[src/rtl/spi_slave.sv]
// SPI slave front-end for a single-port RAM: deserialises command/address/data
// words from MOSI and serialises RAM read data back on MISO.
module spi_slave #(
    parameter int ADDR_SIZE = 8
) (
    input  logic                 clk,
    input  logic                 rst,
    input  logic                 SS_n,
    input  logic                 MOSI,
    output logic                 MISO,
    output logic [ADDR_SIZE+1:0] rx_data,
    output logic                 rx_valid,
    input  logic [ADDR_SIZE-1:0] tx_data,
    input  logic                 tx_valid,
    output logic [2:0]           state_dbg,
    output logic                 rd_addr_done
);
    // Handshakes: rx_valid is a one-cycle strobe with no back-pressure; tx_valid is
    // sampled only while a READ_DATA frame waits for read data, and is ignored otherwise.

    typedef enum logic [2:0] {
        IDLE      = 3'd0,
        CHK_CMD   = 3'd1,
        WRITE     = 3'd2,
        READ_ADD  = 3'd3,
        READ_DATA = 3'd4
    } state_t;

    localparam int WORD_W  = ADDR_SIZE + 2;
    localparam int BIT_CW  = $clog2(WORD_W);
    localparam int MISO_CW = $clog2(ADDR_SIZE);
    localparam logic [BIT_CW-1:0]  LAST_BIT  = BIT_CW'(WORD_W - 1);
    localparam logic [MISO_CW-1:0] LAST_MISO = MISO_CW'(ADDR_SIZE - 1);

    state_t               state;
    state_t               next_state;
    logic [BIT_CW-1:0]    bit_cnt;
    logic [WORD_W-2:0]    shift_in;
    logic                 word_done;
    logic [ADDR_SIZE-1:0] tx_shift;
    logic [MISO_CW-1:0]   miso_cnt;
    logic                 miso_active;
    logic                 tx_sent;
    logic                 in_payload;
    logic                 tx_load;

    assign in_payload = (state == WRITE) || (state == READ_ADD) || (state == READ_DATA);
    assign tx_load    = (state == READ_DATA) && word_done && !miso_active && !tx_sent
                        && tx_valid && !SS_n;
    assign MISO       = miso_active & tx_shift[ADDR_SIZE-1];
    assign state_dbg  = state;

    always_ff @(posedge clk or posedge rst) begin
        if (rst) state <= IDLE;
        else     state <= next_state;
    end

    always_comb begin
        next_state = state;
        case (state)
            IDLE:    if (!SS_n) next_state = CHK_CMD;
            CHK_CMD: begin
                if (SS_n)              next_state = IDLE;
                else if (!MOSI)        next_state = WRITE;
                else if (rd_addr_done) next_state = READ_DATA;
                else                   next_state = READ_ADD;
            end
            WRITE, READ_ADD, READ_DATA: if (SS_n) next_state = IDLE;
            default: next_state = IDLE;
        endcase
    end

    always_ff @(posedge clk or posedge rst) begin
        if (rst) begin
            rx_data      <= '0;
            rx_valid     <= 1'b0;
            rd_addr_done <= 1'b0;
            bit_cnt      <= '0;
            shift_in     <= '0;
            word_done    <= 1'b0;
            tx_shift     <= '0;
            miso_cnt     <= '0;
            miso_active  <= 1'b0;
            tx_sent      <= 1'b0;
        end else begin
            rx_valid <= 1'b0;

            // The 10th bit is still captured when SS_n rises on the same edge.
            if (in_payload && !word_done) begin
                shift_in <= {shift_in[WORD_W-3:0], MOSI};
                bit_cnt  <= bit_cnt + 1'b1;
                if (bit_cnt == LAST_BIT) begin
                    rx_data   <= {shift_in, MOSI};
                    rx_valid  <= 1'b1;
                    word_done <= 1'b1;
                    if (state == READ_ADD) rd_addr_done <= 1'b1;
                end
            end

            if (tx_load) begin
                tx_shift    <= tx_data;
                miso_active <= 1'b1;
                miso_cnt    <= '0;
            end else if (miso_active) begin
                tx_shift <= tx_shift << 1;
                miso_cnt <= miso_cnt + 1'b1;
                if (miso_cnt == LAST_MISO) begin
                    miso_active  <= 1'b0;
                    tx_sent      <= 1'b1;
                    rd_addr_done <= 1'b0;
                end
            end

            // Deselect or idle: drop any partial word and silence MISO.
            if (SS_n || state == IDLE) begin
                bit_cnt     <= '0;
                word_done   <= 1'b0;
                tx_shift    <= '0;
                miso_cnt    <= '0;
                miso_active <= 1'b0;
                tx_sent     <= 1'b0;
            end
        end
    end

endmodule

[config.mk]
export PLATFORM = sky130hd
export DESIGN_NAME = spi_slave
export DESIGN_NICKNAME = d
export VERILOG_FILES = /design/src/rtl/spi_slave.sv
export SDC_FILE = /design/constraint.sdc
export NUM_CORES = 1
export LEC_CHECK = 0
export BUFFER_PORTS_ARGS = -buffer_cell sky130_fd_sc_hd__buf_4
export CORE_MARGIN = 8
export CORE_UTILIZATION = 39
export CTS_BUF_LIST = sky130_fd_sc_hd__clkbuf_8
export CTS_CLUSTER_SIZE = 8
export DETAILED_ROUTE_END_ITERATION = 12
export PLACE_DENSITY = 0.66
export SLEW_MARGIN = 10
export SYNTH_ARGS = -nofsm -noshare
export SYNTH_HDL_FRONTEND = slang
export SYNTH_SLANG_ARGS = --single-unit
export TNS_END_PERCENT = 10
[constraint.sdc]
create_clock -name clk -period 2.2 [get_ports clk]
set_input_delay 0.33 -clock clk [delete_from_list [all_inputs] [get_ports clk]]
set_output_delay 0.33 -clock clk [all_outputs]
set_load 0.1 [all_outputs]
==> impl_metrics.env, run 1 <==
export IMPL_run_status="finished, final reports clean"
export IMPL_overflow=0
export IMPL_fp_row_count=26
export IMPL_synthCells=162
export IMPL_maxCapViolCount=0
export IMPL_nets=208
export IMPL_synth_fp_nets=179
export IMPL_cp_arrival_ns=1.99
export IMPL_ys_seq_elements=42
export IMPL_stdcell_area_um2=2340
export IMPL_clock_latency_ns=0.29
export IMPL_timing_final_ws_setup_ns=0.385
export IMPL_p_per_area_nw_per_um2=696
export IMPL_irDropWorstVdd_uv=417
export IMPL_dp_slack_ns=0.411
export IMPL_clockPowerShare=0.308
export IMPL_cts_max_level=2
export IMPL_dp_hpwl_um=2540
export IMPL_wl_per_cell_um=14.2
export IMPL_die_w_um=87.3
export IMPL_cts_repair_resized=0
export IMPL_first_iter_violations=70
export IMPL_grt_pass1_wl_um=6240
export IMPL_fmaxAchievable_mhz=551
export IMPL_antenna_found_initial=0
export IMPL_seq_power_share=0.562
export IMPL_rsz0062_at_grt="no"
export IMPL_syn_area_um2=1980
export IMPL_post_cts_buffers=0
export IMPL_drtAntennaViolNets=0
export IMPL_synth_avg_cell_area_um2=12.2
export IMPL_syn_to_final_growth_pct=18.1
export IMPL_multiInputGateArea_um2=822
export IMPL_cts_hold_buf=0
export IMPL_endpoint_kind="flip-flop"
export IMPL_fillers=492
export IMPL_setup_tns_ns=0
export IMPL_drc=0
export IMPL_max_slew_margin_rel=0.648
export IMPL_hold_viol=0
export IMPL_cts_path_max_buffers=2
export IMPL_die_area_um2=7620
export IMPL_fin_hold_ws_ns=0.166
export IMPL_cts_tree="yes"
export IMPL_num_vias=1315
export IMPL_final_common_cell="dfrtp_1"
export IMPL_diodes=0
export IMPL_finClkSkew_ns=0.00788
export IMPL_track_usage=0.105
export IMPL_numPortBuffers=28
export IMPL_final_cell_mix="dfrtp_1 (41), buf_4 (34), mux2_2 (19)"
export IMPL_grt_pass1_vias=1340
export IMPL_yosysSeqAreaShare=0.531
export IMPL_comb_power_share=0.130
export IMPL_final_setup_viol_count=0
export IMPL_start_kind="flip-flop"
export IMPL_drt_pass1_iter_count=4
export IMPL_via_per_inst=5.02
export IMPL_dpl_cell_area_um2=2250
export IMPL_numCtsBuffers=5
export IMPL_gp_congestion=0.800
export IMPL_cts_sinks=42
export IMPL_criticalPathCategory="flip-flop to flip-flop"
export IMPL_sw_frac_of_total=0.259
export IMPL_path_clk_slew_ns=0.08
export IMPL_hp_class="input port to async pin"
export IMPL_regArea_um2=1050
export IMPL_period_minus_slack_ns=1.81
export IMPL_routed_wl_um=3710
export IMPL_grt_max_degree=43
export IMPL_finalCritPeriodShare=0.825
export IMPL_start_util=0.395
export IMPL_worstMarginPinSlew_ns=0.529
export IMPL_p_sw_uw=422
export IMPL_crit_required_ns=2.37
export IMPL_io_pins=29
export IMPL_core_um2=5010
export IMPL_die_h_um=87.3
export IMPL_drv_slew=0
export IMPL_internal_power_uw=1210
export IMPL_ys_types=40
export IMPL_root_buffer="clkbuf_8"
export IMPL_ys_warn_count=0
export IMPL_cellLeakagePower_uw=0.00104
export IMPL_cp_max_fo=9
export IMPL_drive_above_1_share=0.359
==> state kept, by name (all words and copies together) (netlist names) <==
| name | cells |
|---|---|
| state_dbg | 3 |
| tx_sent | 1 |
| rx_data | 10 |
| miso_cnt | 3 |
| bit_cnt | 4 |
| rd_addr_done | 1 |
| word_done | 1 |
| shift_in | 9 |
| tx_shift | 8 |
| miso_active | 1 |
| rx_valid | 1 |
==> routing by layer <==
metal | up-vias | track usage | share of wire
met1 | 649 | 0.133 | 0.50
li1 | 634 | - | -
met2 | 26 | 0.154 | 0.42
met3 | 6 | 0.0462 | 0.065
met5 | - | 0 | 0
met4 | 0 | 0.0375 | 0.015
==> area by class of cell <==
type | instances | area share
inverter | 8 | 0.0128
clock buffer | 6 | 0.0353
clock inverter | 2 | 0.00375
multi-input combinational | 100 | 0.352
sequential | 42 | 0.450
timing repair buffer | 34 | 0.109
tap | 70 | 0.0375
==> worst max-delay path, stage by stage (launching register included) <==
cell and delay, ns:
dfrtp_1 0.47, or4b_1 0.68, a21boi_1 0.21, mux2_1 0.34
==> stage by stage <==
step	util	power [uW]	instances
6_report	0.467	1630	262
5_1_grt	0.467	1710	262
4_1_cts	0.467	1660	262
3_5_place_dp	0.449	1150	254
3_3_place_gp	0.449	1140	254
2_1_floorplan	-	1080	162
==> cell families (layout without fill, tap and decap cells) <==
kind of cell,Yosys count,count (layout),share of synthesized area
AOI/OAI and AO/OA,25,25,0.0941
xor gates and xnor gates,1,1,0.00442
adders and majority gates,4,4,0.0253
buffers and inverters,20,50,0.0543
DFF,42,42,0.531
muxes,30,30,0.164
and+or+nand+nor,40,40,0.127
==> cell usage after synthesis <==
| cell type | count | area [um2] |
|---|---|---|
| or4b_1 | 1 | 10.0 |
| dfrtp_1 | 42 | 1050 |
| nand2_4 | 1 | 11.3 |
| a211oi_2 | 4 | 50.1 |
| a21oi_2 | 1 | 8.76 |
| and2b_1 | 1 | 7.51 |
| nor2b_1 | 1 | 6.26 |
| a21o_1 | 2 | 15.0 |
| nand2_1 | 2 | 7.51 |
| buf_4 | 1 | 7.51 |
| mux2_1 | 1 | 11.3 |
| nor3b_1 | 1 | 7.51 |
| o21ai_1 | 1 | 5.00 |
| mux2_2 | 19 | 214 |
| a2111oi_0 | 1 | 8.76 |
| nand4bb_1 | 1 | 11.3 |
| o21ai_0 | 1 | 5.00 |
| nor2_1 | 2 | 7.51 |
| nand3_1 | 3 | 15.0 |
| or3_1 | 4 | 25.0 |
| a21oi_1 | 8 | 40.0 |
| nor4bb_1 | 1 | 10.0 |
| nand2b_1 | 2 | 12.5 |
| mux2i_1 | 10 | 100 |
| xnor2_1 | 1 | 8.76 |
| or2_1 | 1 | 6.26 |
| and4bb_2 | 1 | 12.5 |
| or3b_1 | 1 | 8.76 |
| inv_1 | 8 | 30.0 |
| buf_2 | 5 | 25.0 |
| a41oi_1 | 1 | 8.76 |
| clkbuf_1 | 3 | 11.3 |
| or3b_2 | 1 | 8.76 |
| buf_6 | 3 | 33.8 |
| nand3b_1 | 1 | 7.51 |
| and2_1 | 1 | 6.26 |
| ha_1 | 4 | 50.1 |
| a211oi_1 | 5 | 37.5 |
| nor3_1 | 14 | 70.1 |
| a21boi_1 | 1 | 7.51 |
==> power groups by stage <==
stage	sequential, uW	combinational [uW]	clock (uW)
after floorplan	941	135	0
after global placement	932	211	0
after detailed placement	930	215	0
after CTS	916	215	525
after global routing	931	230	552
final	914	212	501
==> final timing paths <==
kind	startpoint	end	slack, ns	cells after the start
max	state_dbg[0]	bit_cnt[2]	0.39	3
max in group asynchronous	rst	state_dbg[2]	1.64	3
max reg2reg	state_dbg[0]	bit_cnt[2]	0.39	3
min reg2reg	tx_sent	tx_sent	0.50	2
min in group clk	SS_n	state_dbg[2]	0.24	2
min	rst	miso_cnt[1]	0.17	3
Note: power is estimated with default switching activity, not from simulation.
==> run 2: changes to the inputs <==
clock period = 1.67 ns   (was 2.2 ns; I/O delays follow)
==> run 2 against run 1 <==
  * Global-route usage grew 0.59 points
  * Utilization increased by 3.2 points
  * Sequential power grew 32%
  * Register-to-register slack worse by 0.38 ns
  * Wire length up 5.6%
  * Sequential share of layout area is 2.5 points lower
  * First-iteration DRC count down 54%
  * Critical path depth unchanged
  * Power is 43% higher
  * Combinational power increased by 46%
  * Largest power group unchanged
==> impl_metrics.env, run 2 (synthesis results as in run 1) <==
export IMPL_drtAntennaViolNets=0
export IMPL_fp_row_count=26
export IMPL_core_um2=5010
export IMPL_root_buffer="clkbuf_8"
export IMPL_fillers=485
export IMPL_drc=0
export IMPL_endpoint_kind="flip-flop"
export IMPL_crit_required_ns=1.85
export IMPL_regMostFlops="rx_data"
export IMPL_start_kind="flip-flop"
export IMPL_clock_latency_ns=0.29
export IMPL_wl_per_cell_um=14.5
export IMPL_gp_congestion=0.713
export IMPL_overflow=0
export IMPL_nets=217
export IMPL_largestRegisters="rx_data: 10 flops, shift_in: 9 flops, tx_shift: 8 flops"
export IMPL_criticalPathCategory="flip-flop to flip-flop"
export IMPL_final_common_cell="buf_4"
export IMPL_seq_power_share=0.519
export IMPL_num_vias=1329
export IMPL_final_setup_viol_count=0
export IMPL_maxCapViolCount=0
export IMPL_syn_to_final_growth_pct=26.2
export IMPL_via_per_inst=4.92
export IMPL_hold_viol=0
export IMPL_worstMarginPinSlew_ns=0.533
export IMPL_drt_pass1_iter_count=3
export IMPL_rsz0062_at_grt="yes"
export IMPL_cts_sinks=42
export IMPL_totalPowerFinal_uw=2330
export IMPL_cts_max_level=2
export IMPL_cellLeakagePower_uw=0.00112
export IMPL_die_h_um=87.3
export IMPL_p_per_area_nw_per_um2=930
export IMPL_track_usage=0.111
export IMPL_start_util=0.395
export IMPL_comb_power_share=0.133
export IMPL_grt_pass1_wl_um=6710
export IMPL_internal_power_uw=1760
export IMPL_cp_arrival_ns=1.84
export IMPL_irDropWorstVdd_uv=740
export IMPL_sw_frac_of_total=0.244
export IMPL_io_pins=29
export IMPL_path_clk_slew_ns=0.07
export IMPL_cts_tree="yes"
export IMPL_max_slew_margin_rel=0.645
export IMPL_numPortBuffers=28
export IMPL_dp_hpwl_um=2690
export IMPL_die_w_um=87.3
export IMPL_final_cell_mix="buf_4 (41), dfrtp_1 (39), mux2_2 (16)"
export IMPL_period_minus_slack_ns=1.66
export IMPL_setup_tns_ns=0
export IMPL_clockPowerShare=0.348
export IMPL_cts_path_max_buffers=2
export IMPL_grt_pass1_vias=1434
export IMPL_first_iter_violations=32
export IMPL_routed_wl_um=3920
export IMPL_fin_hold_ws_ns=0.0901
export IMPL_final_util=0.499
export IMPL_drv_slew=0
export IMPL_cp_max_fo=9
export IMPL_grt_max_degree=43
export IMPL_p_sw_uw=566
export IMPL_antenna_found_initial=0
export IMPL_run_status="finished, final reports clean"
export IMPL_fmaxAchievable_mhz=601
export IMPL_numCtsBuffers=5
export IMPL_post_cts_buffers=0
export IMPL_finClkSkew_ns=0.00548
export IMPL_diodes=0
export IMPL_finalCritPeriodShare=0.996
export IMPL_largest_register_ffs=10
export IMPL_die_area_um2=7620
export IMPL_drive_above_1_share=0.430
export IMPL_hp_class="input port to async pin"
## run 2: timing repair
item / CTS / global route
endpoints found under the setup margin: 13 / 17
pin swaps: 0 / 0
resized for setup: 3 / 2
hold buffers: 0 / 0
gates cloned: 0 / 0
## run 2: power by group through the flow
stage | logic [uW] | clock network, uW | registers, uW
after global routing | 335 | 870 | 1230
final | 309 | 810 | 1210
after detailed placement | 313 | 0 | 1230
after CTS | 312 | 833 | 1210
after floorplan | 179 | 0 | 1240
after global placement | 300 | 0 | 1230
## run 2: path summary, 6_finish.rpt
| kind | from | end | slack, ns | cells past startpoint |
|---|---|---|---|---|
| worst max-delay path | state_dbg[0] | shift_in[5] | 0.007 | 3 |
| worst min-delay path | rst | rx_valid | 0.09 | 3 |
| worst max register to register | state_dbg[0] | shift_in[5] | 0.007 | 3 |
| worst min register to register | tx_sent | tx_sent | 0.50 | 2 |
| max in group asynchronous | rst | state_dbg[2] | 1.17 | 3 |
| min in group clk | SS_n | state_dbg[2] | 0.16 | 2 |
## run 2: metrics by stage
step / cells / area [um2] / setup WS [ns]
floorplan: 162 / 2030 / -0.203
global placement: 263 / 2370 / -0.0461
detailed placement: 263 / 2370 / -0.0796
CTS: 270 / 2490 / -0.00298
global route: 270 / 2500 / -0.0292
finish: 270 / 2500 / 0.00701
## run 2: layer usage
metal	up-vias	share of wire	GRT usage
met5	-	0	0
met4	0	0.013	0.0406
met3	8	0.058	0.0387
met2	26	0.47	0.180
met1	647	0.45	0.131
li1	648	-	-
## run 2: layout make-up
| type | instances | area [um2] | share of cell area |
|---|---|---|---|
| flip-flops and latches | 42 | 1060 | 0.425 |
| multi-input cells | 100 | 860 | 0.344 |
| repair buffers | 43 | 348 | 0.139 |
| well taps | 70 | 87.6 | 0.0350 |
| clock buffers | 6 | 82.6 | 0.0330 |
| clock inverters | 1 | 30.0 | 0.0120 |
| inverters | 8 | 30.0 | 0.0120 |
## run 2: worst max-delay path, stage by stage, from the launching register on
cell and delay, ns:
dfrtp_4 0.48, or4b_4 0.57, nand2_4 0.15, mux2_2 0.35
==> run 3: changes to the inputs <==
CORE_UTILIZATION = 58   (was 39)
CTS_BUF_LIST = sky130_fd_sc_hd__clkbuf_4   (was sky130_fd_sc_hd__clkbuf_8)
PLACE_DENSITY = 0.89   (was 0.66)
==> run 3 against run 2 <==
  * The flow now finishes with violations (setup timing)
  * Register-to-register slack lost 0.04 ns
  * Final area is 2.9% higher
  * First-iteration DRC count up 22%
  * Via count increased by 8.7%
  * Combinational power rose by 21%
  * Sequential share of layout area shrank 1.2 points
  * Clock power is 36% lower
  * Final cell count down 6.3%
  * Utilization grew 28 points
==> impl_metrics.env, run 3 (synthesis results as in run 1) <==
export IMPL_rrSetupSlack_ns=-0.04
export IMPL_final_cell_mix="buf_4 (41), dfrtp_1 (39), mux2_2 (11)"
export IMPL_grt_pass1_wl_um=7090
export IMPL_cts_max_level=2
export IMPL_track_usage=0.168
export IMPL_fp_row_count=21
export IMPL_core_um2=3310
export IMPL_reg2reg_to="shift_in[1]"
export IMPL_root_buffer="clkbuf_4"
export IMPL_crit_required_ns=1.92
export IMPL_irDropWorstVdd_uv=1070
export IMPL_endpoint="shift_in[1]"
export IMPL_grt_pass1_vias=1551
export IMPL_drive_above_1_share=0.469
export IMPL_cts_sinks=42
export IMPL_largestRegisters="rx_data: 10 flops, shift_in: 9 flops, tx_shift: 8 flops"
export IMPL_antenna_found_initial=0
export IMPL_drv_slew=0
export IMPL_final_util=0.777
export IMPL_num_vias=1445
export IMPL_cts_path_max_buffers=2
export IMPL_cellLeakagePower_uw=0.00116
export IMPL_rsz0062_at_grt="yes"
export IMPL_diodes=0
export IMPL_finalCritPeriodShare=1.02
export IMPL_finClkSkew_ns=0.00503
export IMPL_path_clk_slew_ns=0.13
export IMPL_routed_wl_um=4500
export IMPL_drt_pass1_iter_count=4
export IMPL_r2r_start="state_dbg[1]"
export IMPL_period_minus_slack_ns=1.71
export IMPL_criticalPathCategory="flip-flop to flip-flop"
export IMPL_worstMarginPinSlew_ns=0.357
export IMPL_cp_arrival_ns=1.96
export IMPL_via_per_inst=5.71
export IMPL_largest_register_ffs=10
export IMPL_start_util=0.598
export IMPL_numPortBuffers=28
export IMPL_hold_viol=0
export IMPL_io_pins=29
export IMPL_cp_max_fo=9
export IMPL_dpl_cell_area_um2=2380
export IMPL_regMostFlops="rx_data"
export IMPL_clock_latency_ns=0.35
export IMPL_cts_tree="yes"
export IMPL_die_area_um2=5540
export IMPL_drtAntennaViolNets=0
export IMPL_drc=0
export IMPL_p_per_area_nw_per_um2=823
export IMPL_endpoint_kind="flip-flop"
export IMPL_violations="setup timing"
export IMPL_maxCapViolCount=0
export IMPL_gp_congestion=0.826
export IMPL_run_status="finished, violations left"
export IMPL_overflow=0
export IMPL_die_w_um=74.4
export IMPL_stdcell_area_um2=2570
export IMPL_holdPathStages=2
export IMPL_syn_to_final_growth_pct=29.9
export IMPL_max_slew_margin_rel=0.756
export IMPL_grt_max_degree=23
export IMPL_timing_final_ws_setup_ns=-0.0365
export IMPL_numCtsBuffers=5
export IMPL_fmaxAchievable_mhz=586
export IMPL_reg2reg_depth=3
export IMPL_nets=223
export IMPL_die_h_um=74.4
export IMPL_hp_class="input port to flip-flop"
export IMPL_first_iter_violations=39
export IMPL_fin_hold_ws_ns=0.101
export IMPL_final_setup_viol_count=7
export IMPL_fillers=218
export IMPL_wl_per_cell_um=17.8
export IMPL_dp_hpwl_um=3210
export IMPL_final_common_cell="buf_4"
export IMPL_critPathLaunch="state_dbg[1]"
export IMPL_start_kind="flip-flop"
run 3: what timing repair did:
item,4_1_cts,5_1_grt
hold buffers,1,0
resized for setup,6,16
endpoints found under the hold margin,42,0
endpoints found under the setup margin,30,28
buffers inserted,1,0
pin swaps,2,0
run 3: where the power goes:
part           internal [uW]  total, uW  leakage, uW  switching, uW
logic                    201        375     0.000567            174
clock network            172        520    0.0000318            349
registers               1130       1220     0.000559           93.4
run 3: critical path: stages (launching register included):
cell,delay [ns]
dfrtp_4,0.54
or4b_4,0.57
nand2_8,0.15
mux2_2,0.35
run 3: how the worst min path moves through the flow:
| stage | slack (ns) | start | to |
|---|---|---|---|
| finish | 0.10 | SS_n | state_dbg[2] |
| global route | 0.1 | SS_n | state_dbg[2] |
| CTS | 0.08 | SS_n | state_dbg[2] |
| detailed placement | 0.32 | rst | rx_data[2] |
| global placement | 0.31 | rst | rx_valid |
| floorplan | 0.31 | SS_n | state_dbg[2] |
run 3: layout make-up:
| class | count | area (um2) | share of cell area |
|---|---|---|---|
| sequential | 42 | 1060 | 0.413 |
| multi-input combinational | 100 | 928 | 0.361 |
| clock inverter | 3 | 25.0 | 0.00973 |
| timing repair buffer | 49 | 432 | 0.168 |
| clock buffer | 5 | 37.5 | 0.0146 |
| tap | 46 | 57.6 | 0.0224 |
| inverter | 8 | 30.0 | 0.0117 |
run 3: through the flow:
step	setup slack [ns]	total power, uW	TNS [ns]	std cells
2_1_floorplan	-0.203	1420	-4.47	162
3_3_place_gp	-0.120	1520	-1.67	243
3_5_place_dp	-0.176	1550	-2.55	243
4_1_cts	-0.0340	2080	-0.255	253
5_1_grt	-0.0579	2210	-0.360	253
6_report	-0.0365	2120	-0.188	253
run 3: per-layer routing:
metal / global-route usage / share of wire / vias up
li1: - / - / 668
met1: 0.171 / 0.39 / 735
met2: 0.304 / 0.55 / 36
met3: 0.0539 / 0.052 / 6
met4: 0.0761 / 0.013 / 0
met5: 0 / 0 / -
